### config.mk
export PLATFORM = sky130hd
export DESIGN_NAME = gerenciador_ataque_flat
export DESIGN_NICKNAME = d
export VERILOG_FILES = /design/src/rtl/gerenciador_ataque_pkg.sv /design/src/rtl/gerenciador_ataque_if.sv /design/src/rtl/gerenciador_ataque_contador_de_vidas.sv /design/src/rtl/gerenciador_ataque.sv /design/src/flat_wrapper.sv
export SDC_FILE = /design/constraint.sdc
export NUM_CORES = 1
export LEC_CHECK = 0
export CAP_MARGIN = 0
export CORE_UTILIZATION = 45
export CTS_CLUSTER_SIZE = 14
export DETAILED_ROUTE_END_ITERATION = 10
export PLACE_DENSITY = 0.86
export SLEW_MARGIN = 10
export SYNTH_ARGS = -nofsm -noshare
export SYNTH_HDL_FRONTEND = slang
export SYNTH_SLANG_ARGS = --single-unit
### constraint.sdc
create_clock -name clock -period 7.65 [get_ports clock]
set_clock_uncertainty 0.15 [all_clocks]
set_input_delay 1.1475 -clock clock [delete_from_list [all_inputs] [get_ports clock]]
set_output_delay 1.1475 -clock clock [all_outputs]
set_load 0.05 [all_outputs]
### src/rtl/gerenciador_ataque_pkg.sv
// Shared constants and types for the battleship attack manager.
// Board geometry, lives counter width and the LED status encoding.
package gerenciador_ataque_pkg;

  localparam int NUM_COLUNAS = 5;
  localparam int NUM_LINHAS  = 7;
  localparam int VIDA_W      = 3;

  typedef logic [NUM_LINHAS-1:0] coluna_t;

  typedef enum logic [1:0] {
    LED_APAGADO,
    LED_ACERTO,
    LED_ERRO
  } estado_led_t;

endpackage

### src/rtl/gerenciador_ataque_if.sv
// Signal bundle between coordinate entry, the attack manager and the LED matrix.
// master = the side producing coordinates/map, slave = the attack manager.
interface gerenciador_ataque_if;
  import gerenciador_ataque_pkg::*;

  logic [2:0]        coordColuna;
  logic [2:0]        coordLinha;
  logic              enable;
  logic              confirmar;
  coluna_t           mapa0, mapa1, mapa2, mapa3, mapa4;
  coluna_t           matriz0, matriz1, matriz2, matriz3, matriz4;
  logic              LED_R;
  logic              LED_G;
  logic              LED_B;
  logic [VIDA_W-1:0] vida;

  modport master (
    output coordColuna, coordLinha, enable, confirmar,
    output mapa0, mapa1, mapa2, mapa3, mapa4,
    input  matriz0, matriz1, matriz2, matriz3, matriz4,
    input  LED_R, LED_G, LED_B, vida
  );

  modport slave (
    input  coordColuna, coordLinha, enable, confirmar,
    input  mapa0, mapa1, mapa2, mapa3, mapa4,
    output matriz0, matriz1, matriz2, matriz3, matriz4,
    output LED_R, LED_G, LED_B, vida
  );

endinterface

### src/rtl/gerenciador_ataque_contador_de_vidas.sv
// Lives counter: reloads on reset or while the game is disabled and
// decrements on request, saturating at zero.
module contador_de_vidas
  import gerenciador_ataque_pkg::*;
#(
  parameter int VIDAS_INICIAIS = 3
) (
  input  logic              clock,
  input  logic              reset,
  input  logic              enable,
  input  logic              decrementa,
  output logic [VIDA_W-1:0] vida,
  output logic              zero
);

  localparam logic [VIDA_W-1:0] CARGA = VIDA_W'(VIDAS_INICIAIS);

  logic [VIDA_W-1:0] vida_reg;
  logic [VIDA_W-1:0] vida_next;

  always_comb begin
    vida_next = vida_reg;
    if (decrementa && (vida_reg != '0)) begin
      vida_next = vida_reg - 1'b1;
    end
  end

  always_ff @(posedge clock) begin
    if (!reset || !enable) begin
      vida_reg <= CARGA;
    end else begin
      vida_reg <= vida_next;
    end
  end

  assign vida = vida_reg;
  assign zero = (vida_reg == '0);

endmodule

### src/rtl/gerenciador_ataque.sv
// Attack manager: keeps the revealed-hits matrix, applies one attack per
// confirmar press against the hidden map, drives status LEDs and lives.
module gerenciador_ataque
  import gerenciador_ataque_pkg::*;
#(
  parameter int VIDAS_INICIAIS = 3
) (
  input  logic clock,
  input  logic reset,
  gerenciador_ataque_if.slave bus
);

  coluna_t              mapa       [NUM_COLUNAS];
  coluna_t              matriz_reg [NUM_COLUNAS];
  coluna_t              candidata  [NUM_COLUNAS];
  logic [NUM_COLUNAS-1:0] difere;
  logic [NUM_COLUNAS-1:0] sel_coluna;

  logic              confirmar_q;
  logic              pulso;
  logic              linha_valida;
  coluna_t           mascara_linha;
  logic              acerto;
  logic              ataque;
  logic              erro;
  logic              ultima_vida;
  logic              sem_vidas;
  logic [VIDA_W-1:0] vida;

  estado_led_t estado_reg;
  estado_led_t estado_next;

  assign mapa[0] = bus.mapa0;
  assign mapa[1] = bus.mapa1;
  assign mapa[2] = bus.mapa2;
  assign mapa[3] = bus.mapa3;
  assign mapa[4] = bus.mapa4;

  always_ff @(posedge clock) begin
    if (!reset || !bus.enable) begin
      confirmar_q <= 1'b0;
    end else begin
      confirmar_q <= bus.confirmar;
    end
  end

  assign pulso = bus.confirmar & ~confirmar_q;

  // Row 7 and columns above 4 select no cell, so such an attack is always a miss.
  assign linha_valida  = (bus.coordLinha != 3'd7);
  assign mascara_linha = linha_valida ? (coluna_t'(1) << bus.coordLinha) : '0;

  generate
    for (genvar gi = 0; gi < NUM_COLUNAS; gi++) begin : g_coluna
      assign sel_coluna[gi] = (bus.coordColuna == 3'(gi));
      assign candidata[gi]  = sel_coluna[gi]
                            ? ((matriz_reg[gi] & ~mascara_linha) | (mapa[gi] & mascara_linha))
                            : matriz_reg[gi];
      assign difere[gi]     = (candidata[gi] != matriz_reg[gi]);
    end
  endgenerate

  assign acerto      = |difere;
  assign ataque      = bus.enable & ~sem_vidas & pulso;
  assign erro        = ataque & ~acerto;
  assign ultima_vida = (vida == 3'd1);

  generate
    for (genvar gi = 0; gi < NUM_COLUNAS; gi++) begin : g_matriz
      always_ff @(posedge clock) begin
        if (!reset || !bus.enable) begin
          matriz_reg[gi] <= '0;
        end else if (ataque) begin
          if (acerto) begin
            matriz_reg[gi] <= candidata[gi];
          end else if (ultima_vida) begin
            matriz_reg[gi] <= '0;
          end
        end
      end
    end
  endgenerate

  contador_de_vidas #(
    .VIDAS_INICIAIS (VIDAS_INICIAIS)
  ) u_contador_de_vidas (
    .clock      (clock),
    .reset      (reset),
    .enable     (bus.enable),
    .decrementa (erro),
    .vida       (vida),
    .zero       (sem_vidas)
  );

  always_ff @(posedge clock) begin
    if (!reset || !bus.enable) begin
      estado_reg <= LED_APAGADO;
    end else begin
      estado_reg <= estado_next;
    end
  end

  always_comb begin
    estado_next = estado_reg;
    if (ataque) begin
      estado_next = acerto ? LED_ACERTO : LED_ERRO;
    end
  end

  assign bus.LED_G   = (estado_reg == LED_ACERTO);
  assign bus.LED_R   = (estado_reg == LED_ERRO);
  assign bus.LED_B   = 1'b0;
  assign bus.vida    = vida;
  assign bus.matriz0 = matriz_reg[0];
  assign bus.matriz1 = matriz_reg[1];
  assign bus.matriz2 = matriz_reg[2];
  assign bus.matriz3 = matriz_reg[3];
  assign bus.matriz4 = matriz_reg[4];

endmodule

### src/flat_wrapper.sv
// flat-port wrapper written by rule: the top's interface ports become plain ports
module gerenciador_ataque_flat import gerenciador_ataque_pkg::*;
#(
  parameter int VIDAS_INICIAIS = 3
)
  (clock, reset, bus_coordColuna, bus_coordLinha, bus_enable, bus_confirmar, bus_mapa0, bus_mapa1, bus_mapa2, bus_mapa3, bus_mapa4, bus_matriz0, bus_matriz1, bus_matriz2, bus_matriz3, bus_matriz4, bus_LED_R, bus_LED_G, bus_LED_B, bus_vida);
  gerenciador_ataque_if bus_i ();
  input  logic clock;
  input  logic reset;
  input wire logic [$bits(bus_i.coordColuna)-1:0] bus_coordColuna;
  input wire logic [$bits(bus_i.coordLinha)-1:0] bus_coordLinha;
  input wire logic [$bits(bus_i.enable)-1:0] bus_enable;
  input wire logic [$bits(bus_i.confirmar)-1:0] bus_confirmar;
  input wire logic [$bits(bus_i.mapa0)-1:0] bus_mapa0;
  input wire logic [$bits(bus_i.mapa1)-1:0] bus_mapa1;
  input wire logic [$bits(bus_i.mapa2)-1:0] bus_mapa2;
  input wire logic [$bits(bus_i.mapa3)-1:0] bus_mapa3;
  input wire logic [$bits(bus_i.mapa4)-1:0] bus_mapa4;
  output wire logic [$bits(bus_i.matriz0)-1:0] bus_matriz0;
  output wire logic [$bits(bus_i.matriz1)-1:0] bus_matriz1;
  output wire logic [$bits(bus_i.matriz2)-1:0] bus_matriz2;
  output wire logic [$bits(bus_i.matriz3)-1:0] bus_matriz3;
  output wire logic [$bits(bus_i.matriz4)-1:0] bus_matriz4;
  output wire logic [$bits(bus_i.LED_R)-1:0] bus_LED_R;
  output wire logic [$bits(bus_i.LED_G)-1:0] bus_LED_G;
  output wire logic [$bits(bus_i.LED_B)-1:0] bus_LED_B;
  output wire logic [$bits(bus_i.vida)-1:0] bus_vida;
  assign bus_i.coordColuna = bus_coordColuna;
  assign bus_i.coordLinha = bus_coordLinha;
  assign bus_i.enable = bus_enable;
  assign bus_i.confirmar = bus_confirmar;
  assign bus_i.mapa0 = bus_mapa0;
  assign bus_i.mapa1 = bus_mapa1;
  assign bus_i.mapa2 = bus_mapa2;
  assign bus_i.mapa3 = bus_mapa3;
  assign bus_i.mapa4 = bus_mapa4;
  assign bus_matriz0 = bus_i.matriz0;
  assign bus_matriz1 = bus_i.matriz1;
  assign bus_matriz2 = bus_i.matriz2;
  assign bus_matriz3 = bus_i.matriz3;
  assign bus_matriz4 = bus_i.matriz4;
  assign bus_LED_R = bus_i.LED_R;
  assign bus_LED_G = bus_i.LED_G;
  assign bus_LED_B = bus_i.LED_B;
  assign bus_vida = bus_i.vida;
  gerenciador_ataque #(.VIDAS_INICIAIS(VIDAS_INICIAIS)) u_core (.clock(clock), .reset(reset), .bus(bus_i));
endmodule
==> results.rst, run 1 <==
.. list-table::
   :header-rows: 1

   * - Metric
     - Value
   * - Gate power share
     - between 20% and 30%
   * - Routed WL
     - slightly below 9000 microns
   * - Number of antenna violations at the first check in global routing
     - 0
   * - CP max stage cell
     - clkdlybuf4s50_1
   * - TritonCTS clock tree
     - yes
   * - Fraction of power consumed by the clock network
     - between 20% and 30%
   * - P_sw
     - around 180 uW
   * - Hold Crit Class
     - reg2reg
   * - Critical Path Fanout Max
     - 35
   * - Number of buffers added by the clock tree synthesis step
     - 5
   * - Number of global-route vias before repair
     - roughly 2,900
   * - IR drop worst, VDD
     - slightly above 0.00009 V
   * - Global-route wire length before repair
     - 14,300 microns
   * - Flop2flop setup slack
     - about 4200 ps
   * - Layer with the highest usage after global routing
     - met2
   * - Number of buffer and inverter instances along the worst setup path
     - 2
   * - Synthesized net count
     - roughly 400
   * - Power share of the sequential group
     - between 40% and 50%
   * - Share of flip-flops with an asynchronous set or reset after synthesis
     - 0%
   * - Count of boundary I/O pins
     - between 80 and 90
   * - FF+latch count, synth
     - between 40 and 50
   * - Final period demand of the worst path
     - approximately 4800 ps
   * - 1st-iter DRT viols
     - 340
   * - Antenna Diode Count
     - 0
   * - Internal Pwr Total
     - about 370 uW
   * - Met3 layer usage reported by global route
     - 4.03%
   * - Achievable Freq
     - between 200 and 250 MHz
   * - Critical path, cell by cell
     - clkdlybuf4s50_1 -> nor2b_1 -> buf_4 -> nand4b_1 -> nand4_1 -> nor4_2 -> nand3_1 -> o211ai_4 -> a21oi_1
   * - Setup_tns
     - 0 ps
   * - Synth Area in Adders
     - under 10%
   * - Clk root buf
     - clkbuf_8
   * - Failing checks
     - DRC
   * - CTS clock-pin slew for the worst setup and hold paths
     - around 80 ps
   * - Layout cell share with drive strength beyond 1
     - 5.62%
   * - Routed len/inst
     - approximately 18 microns
   * - Maximum single-stage delay on the critical path
     - about 1100 ps
   * - Mux share of post-synthesis cell area
     - under 10%
   * - First-pass detailed-route iteration total
     - 11
   * - Crit end category
     - register
   * - Data arrival time at the worst-slack endpoint
     - 4700 ps
   * - Number of enable flip-flop cells after synthesis
     - 35
   * - Latest clock arrival within the worst-skew pair
     - 300 ps
   * - Average via count per standard cell
     - about 6.1
   * - Setup Viol. Count Final
     - 0
   * - Pin count of the biggest net entering global routing
     - 36
   * - Worst-margin pin slew
     - approximately 1300 ps
   * - Max-cap violations
     - 0
   * - Synth top area cells
     - edfxtp_1 (34%), nand2_1 (8.4%), nand3_1 (7.3%), a21oi_1 (5.7%), dfxtp_1 (3.9%)
   * - Post-synthesis compound-gate area fraction
     - about 14%
   * - Largest family of logic cells by synthesized area
     - simple AND/OR/NAND/NOR gates
   * - Power Density
     - 140 mW/mm^2
   * - Global placer's final weighted congestion
     - 0.815
   * - Nets
     - approximately 470
   * - Post-place instance area
     - slightly below 0.004 sq mm
   * - Unrepaired setup endpoints after global routing
     - no
   * - Unique masters post-synth
     - 53
   * - Post-detailed-route count of antenna-violating nets
     - 0
   * - Global routing usage on met1
     - ~34%
   * - Initial Util
     - between 40 and 50%
   * - Core outline area
     - roughly 0.0065 sq mm
   * - Max-slew headroom
     - roughly 15%
   * - Post-synthesis instance total
     - between 300 and 400
   * - DRC violations left
     - 5
   * - Die boundary width
     - 84.6 microns
   * - Hold buffer count at CTS
     - 0
   * - Post-CTS setup buffer count
     - 0
   * - Simple logic cell fraction of the synthesized area
     - about a third
   * - Synth Flop Type
     - edfxtp_1
   * - Vias
     - slightly above 3,000
   * - Xor-xnor portion of the synthesized cell area
     - under 10%
   * - GRT Util Overall
     - between 20% and 30%
   * - Depth of the CTS H-tree
     - 2
   * - Clock Sink Count
     - 41
   * - Largest register FFs
     - 35
   * - Portion of synthesized cell area occupied by the leading cell type
     - between 30% and 40%
   * - Period utilization
     - approximately 63%
   * - Critical path startpoint category
     - input port
   * - Switching power share of the total
     - between 30% and 40%
   * - Family with the most delay on the worst path
     - buffers and inverters
   * - FP Rows
     - 29
   * - Total die area
     - around 0.0072 sq mm
   * - Area of the mapped netlist
     - roughly 0.003 sq mm
   * - Hpwl dp
     - between 6000 and 7000 microns
   * - Leakage component of the power
     - 0.00139 uW
   * - Count of final hold-check violations
     - 0
   * - Type of the worst setup path
     - in2reg
   * - Area Overhead vs Synth
     - 30.4%
   * - Number of filler instances in the final layout
     - ~560
   * - Count of pins over their slew limit
     - 0
   * - Biggest area consumer among synthesized cells
     - edfxtp_1
   * - Run status
     - finished, violations left
   * - Data required, critical path
     - approximately 7500 ps
   * - Maximum number of buffers from clock root to sink
     - 2
   * - Grt total ovfl
     - 0
   * - Number of warning messages in the yosys log
     - 0
   * - Final non-filler cell area
     - between 0.004 and 0.005 sq mm
   * - Vertical die dimension
     - ~85 microns
   * - Port Buf Inserts
     - 84
   * - Seq/Total Area, Yosys
     - between 30% and 40%
   * - Post-CTS Resized
     - 0
   * - Synth Area per Inst
     - just under 9 sq um
   * - Met2 Usage GRT
     - around two fifths
[metrics by stage]
step                      hold WS [ps]  setup slack [ps]  instances  power (uW)  util, %
after global routing               431              2560        504         577     61.9
after CTS                          411              2880        504         559     61.9
final                              413              2800        504         559     61.9
after detailed placement           391              2590        496         420     60.7
after floorplan                    345              3960        354         359        -
after global placement             382              2720        496         418     60.7
[final timing paths]
check        cells past startpoint                      end                          startpoint
max                              9  u_core.matriz_reg[0][6]                   bus_coordLinha[1]
min                              2     u_core.estado_reg[0]                u_core.estado_reg[0]
max reg2reg                      7  u_core.matriz_reg[0][6]  u_core.u_contador_de_vidas.vida[0]
min reg2reg                      2     u_core.estado_reg[0]                u_core.estado_reg[0]
[synth_stat cells (4+ instances only)]
cell and n:
mux2i_1 5, nand2_1 69, o21ai_0 6, nand4b_1 10
nor2b_1 7, a21oi_1 35, buf_4 5, inv_1 8
clkbuf_1 8, nor3b_1 4, nor2_1 13, edfxtp_1 35
dfxtp_1 6, nand4_1 8, nand3b_1 7, nor4bb_1 5
nand3_1 45, buf_2 12, xor2_1 13
[power by group through the flow]
stage / clock, uW / combinational [uW] / sequential [uW]
4_1_cts: 143 / 152 / 264
6_report: 142 / 153 / 264
3_3_place_gp: 0 / 149 / 269
3_5_place_dp: 0 / 151 / 269
2_1_floorplan: 0 / 55.6 / 303
5_1_grt: 150 / 162 / 266
[area by class of cell]
class                   instances  area (sq um)  area share [%]
clock buffers                   5          68.8            1.72
clock inverters                 3          12.5           0.313
inverters                       8          30.0           0.751
flip-flops and latches         41          1170            29.3
multi-input cells             277          1710            42.8
repair buffers                 93           908            22.7
well taps                      77          96.3            2.41
[cells in the final DEF, fill, tap and decap left out, types with 4 or more instances in the layout]
cell type        netlist  final
clkbuf_8               0      5
edfxtp_1              35     35
nand2_1               69     69
nor3b_1                4      4
nand3_1               45     45
mux2i_1                5      5
a21oi_1               35     35
nand3b_1               7      7
nand4_1                8      8
dfxtp_1                6      6
nor4bb_1               5      5
xor2_1                13     13
nor2_1                13     13
nand4b_1              10     10
o21ai_0                6      6
inv_1                  8      8
clkdlybuf4s50_1        0     84
buf_4                  5      9
nor2b_1                7      7
[logic make-up (layout without fill, tap and decap cells)]
family / Yosys count / in the layout
AOI/OAI and AO/OA: 66 / 66
and+or+nand+nor: 186 / 186
DFF: 41 / 41
muxes: 5 / 5
buffers and inverters: 36 / 109
xor gates and xnor gates: 16 / 16
other: 1 / 1
adders and majority gates: 3 / 3
[metal layers]
layer / part of all wire (%) / routed length (microns)
met1: 42 / 3700
met2: 47 / 4230
met3: 8.8 / 785
met4: 2.1 / 189
met5: 0 / 0
[worst min-delay path, stage by stage, from the launching register on]
cell     delay, ps
dfxtp_1        320
o21ai_0        150
a21oi_1         50
(Power assumes the default switching activity.)
==> run 2: changes to the inputs <==
Settings changed: CORE_UTILIZATION 45 to 44, PLACE_DENSITY 0.86 to 0.87.
Clock period 7.65 ns to 4.4 ns, I/O delays scaled along.
==> run 2 against run 1 <==
The flow now finishes without violations. Final cell count increased by 2.6%. Via count increased by 3.6%. Non-clock buffer count is 10 higher. Sequential power rose by 74%. Sequential share of layout area shrank 0.83 points. Clock-buffer cell count is 1 higher. Register-to-register slack lost 2400 ps. Routed wire length increased by 0.91%. Utilization shrank 1.0 points. Critical path depth stayed put. Worst hold slack gained 11 ps. Flip-flop and latch count unchanged. Critical path type unchanged. Largest cell class unchanged.
==> results.rst, run 2 (same netlist as run 1, synthesis figures left out) <==
.. list-table::
   :header-rows: 1

   * - Metric
     - Value
   * - Run status
     - complete, no violations
   * - Achievable Freq
     - between 200 and 300 MHz
   * - Number of antenna violations at the first check in global routing
     - 0 (unchanged)
   * - Global-route wire length before repair
     - 14,400 microns (+0.73%)
   * - Grt total ovfl
     - 0 (unchanged)
   * - Critical Path Fanout Max
     - 35 (unchanged)
   * - Crit end category
     - register
   * - Hpwl dp
     - 6610 microns (+4.2%)
   * - Hold buffer count at CTS
     - 0 (unchanged)
   * - Post-detailed-route count of antenna-violating nets
     - 0 (unchanged)
   * - Area Overhead vs Synth
     - 34.2%
   * - CTS clock-pin slew for the worst setup and hold paths
     - 80 ps (about the same)
   * - Routed WL
     - 8990 microns (+0.91%)
   * - Nets
     - 484 (+2.1%)
   * - Number of filler instances in the final layout
     - 575 (+3.6%)
   * - Overall power after layout
     - 1040 uW (+85%)
   * - Antenna Diode Count
     - 0 (unchanged)
   * - Final non-filler cell area
     - 0.00412 sq mm (+2.9%)
   * - Initial Util
     - 45.4% (-2.1 points)
   * - Critical path startpoint category
     - input port
   * - Count of boundary I/O pins
     - 86 (unchanged)
   * - Type of the worst setup path
     - in2reg
   * - Layout cell share with drive strength beyond 1
     - 7.78% (+2.2 points)
   * - Post-CTS setup buffer count
     - 0 (unchanged)
   * - FP Rows
     - 30 (+3.4%)
   * - Worst-margin pin slew
     - 775 ps (-485 ps)
   * - Data required, critical path
     - 4290 ps (-3220 ps)
   * - Unrepaired setup endpoints after global routing
     - no
   * - Setup_tns
     - 0 ps (unchanged)
   * - TritonCTS clock tree
     - yes
   * - Largest register FFs
     - 35 (unchanged)
   * - Count of pins over their slew limit
     - 0 (unchanged)
   * - Post-place instance area
     - 0.00401 sq mm (+2.3%)
   * - Global placer's final weighted congestion
     - 0.894 (+9.7%)
   * - Commonest non-fill, non-tap cells in the layout
     - clkdlybuf4s50_1 (84), nand2_1 (69), nand3_1 (45)
   * - Number of global-route vias before repair
     - 2,978 (+4.3%)
   * - Max-slew headroom
     - 48.1% (+33 points)
   * - Power Density
     - 251 mW/mm^2 (+80%)
   * - Hold Crit Class
     - reg2reg
   * - Vias
     - 3,186 (+3.6%)
   * - Latest clock arrival within the worst-skew pair
     - 300 ps (about the same)
   * - Post-CTS Resized
     - 0 (unchanged)
   * - Setup Viol. Count Final
     - 0 (unchanged)
   * - Data arrival time at the worst-slack endpoint
     - 3420 ps (-1280 ps)
   * - Total die area
     - 0.00731 sq mm (+2.2%)
   * - Average via count per standard cell
     - 6.16 (+1.0%)
   * - Period utilization
     - about 80%
   * - Core outline area
     - 0.00676 sq mm (+4.6%)
   * - Leakage component of the power
     - 0.00146 uW (+4.7%)
   * - IR drop worst, VDD
     - 0.000117 V (+27%)
   * - Final period demand of the worst path
     - about 3500 ps
   * - DRC violations left
     - 0 (-5)
   * - Pin count of the biggest net entering global routing
     - 36 (unchanged)
   * - Count of final hold-check violations
     - 0 (unchanged)
   * - Port Buf Inserts
     - 84 (unchanged)
   * - Vertical die dimension
     - 85.5 microns (+1.1%)
   * - First-pass detailed-route iteration total
     - 7 (-4)
   * - Maximum number of buffers from clock root to sink
     - 2 (unchanged)
   * - Depth of the CTS H-tree
     - 2 (unchanged)
   * - Clk root buf
     - clkbuf_8
   * - Most common cell after layout, fill and taps aside
     - clkdlybuf4s50_1
   * - GRT Util Overall
     - 24.9% (-0.25 points)
   * - Clock Sink Count
     - 41 (unchanged)
   * - 1st-iter DRT viols
     - 366 (+7.6%)
   * - Number of buffers added by the clock tree synthesis step
     - 5 (unchanged)
   * - Die boundary width
     - 85.5 microns (+1.1%)
   * - Max-cap violations
     - 0 (unchanged)
   * - Routed len/inst
     - 17.4 microns (-1.6%)
[run 2: cell count changes in the layout (fill, tap and decap cells not counted)]
cell,change
clkinv_2,-1
buf_4,+9
bufinv_16,+1
clkbuf_1,+1
buf_12,+1
clkinv_1,-1
[run 2: area by class of cell]
class	count	area, sq um	share of cell area, %
inverters	8	30.0	0.729
multi-input cells	277	1710	41.6
repair buffers	103	996	24.2
clock inverters	2	33.8	0.821
well taps	80	100	2.43
flip-flops and latches	41	1170	28.4
clock buffers	6	72.6	1.76
[run 2: critical path, cell delays in order]
cell	delay [ps]
clkdlybuf4s50_1	790
and4b_1	380
a32oi_1	280
nor2_1	90
a211oi_2	240
o2111ai_2	250
o211ai_4	220
buf_4	380
nor2_1	110
[run 2: power breakdown]
| group | total [uW] | internal (uW) | switching, uW |
|---|---|---|---|
| Clock | 300 | 168 | 132 |
| Sequential | 460 | 440 | 19.6 |
| Combinational | 275 | 109 | 167 |
| Total | 1040 | 717 | 318 |
[run 2: per-stage QoR]
stage / hold WS, ps / cells / utilization (%) / worst slack (ps)
final: 424 / 517 / 60.9 / 867
after global routing: 464 / 517 / 60.9 / 709
after CTS: 411 / 517 / 60.9 / 913
after detailed placement: 381 / 509 / 59.4 / 597
after global placement: 385 / 509 / 59.4 / 643
after floorplan: 345 / 354 / - / 1030
[run 2: path summary, 6_finish.rpt]
| kind | depth (start not counted) | from | slack [ps] | endpoint |
|---|---|---|---|---|
| hold / removal | 2 | u_core.estado_reg[1] | 420 | u_core.estado_reg[1] |
| setup reg to reg | 8 | u_core.matriz_reg[2][2] | 1780 | u_core.matriz_reg[1][3] |
| setup / recovery | 9 | bus_coordColuna[2] | 870 | u_core.matriz_reg[1][3] |
| hold reg to reg | 2 | u_core.estado_reg[1] | 420 | u_core.estado_reg[1] |
[run 2: per-layer routing]
| layer | routed length (microns) | track usage, % | up-vias |
|---|---|---|---|
| li1 | - | - | 1459 |
| met5 | 0 | 0 | - |
| met4 | 223 | 9.39 | 0 |
| met3 | 859 | 4.43 | 34 |
| met2 | 4250 | 39.6 | 212 |
| met1 | 3660 | 33.9 | 1481 |
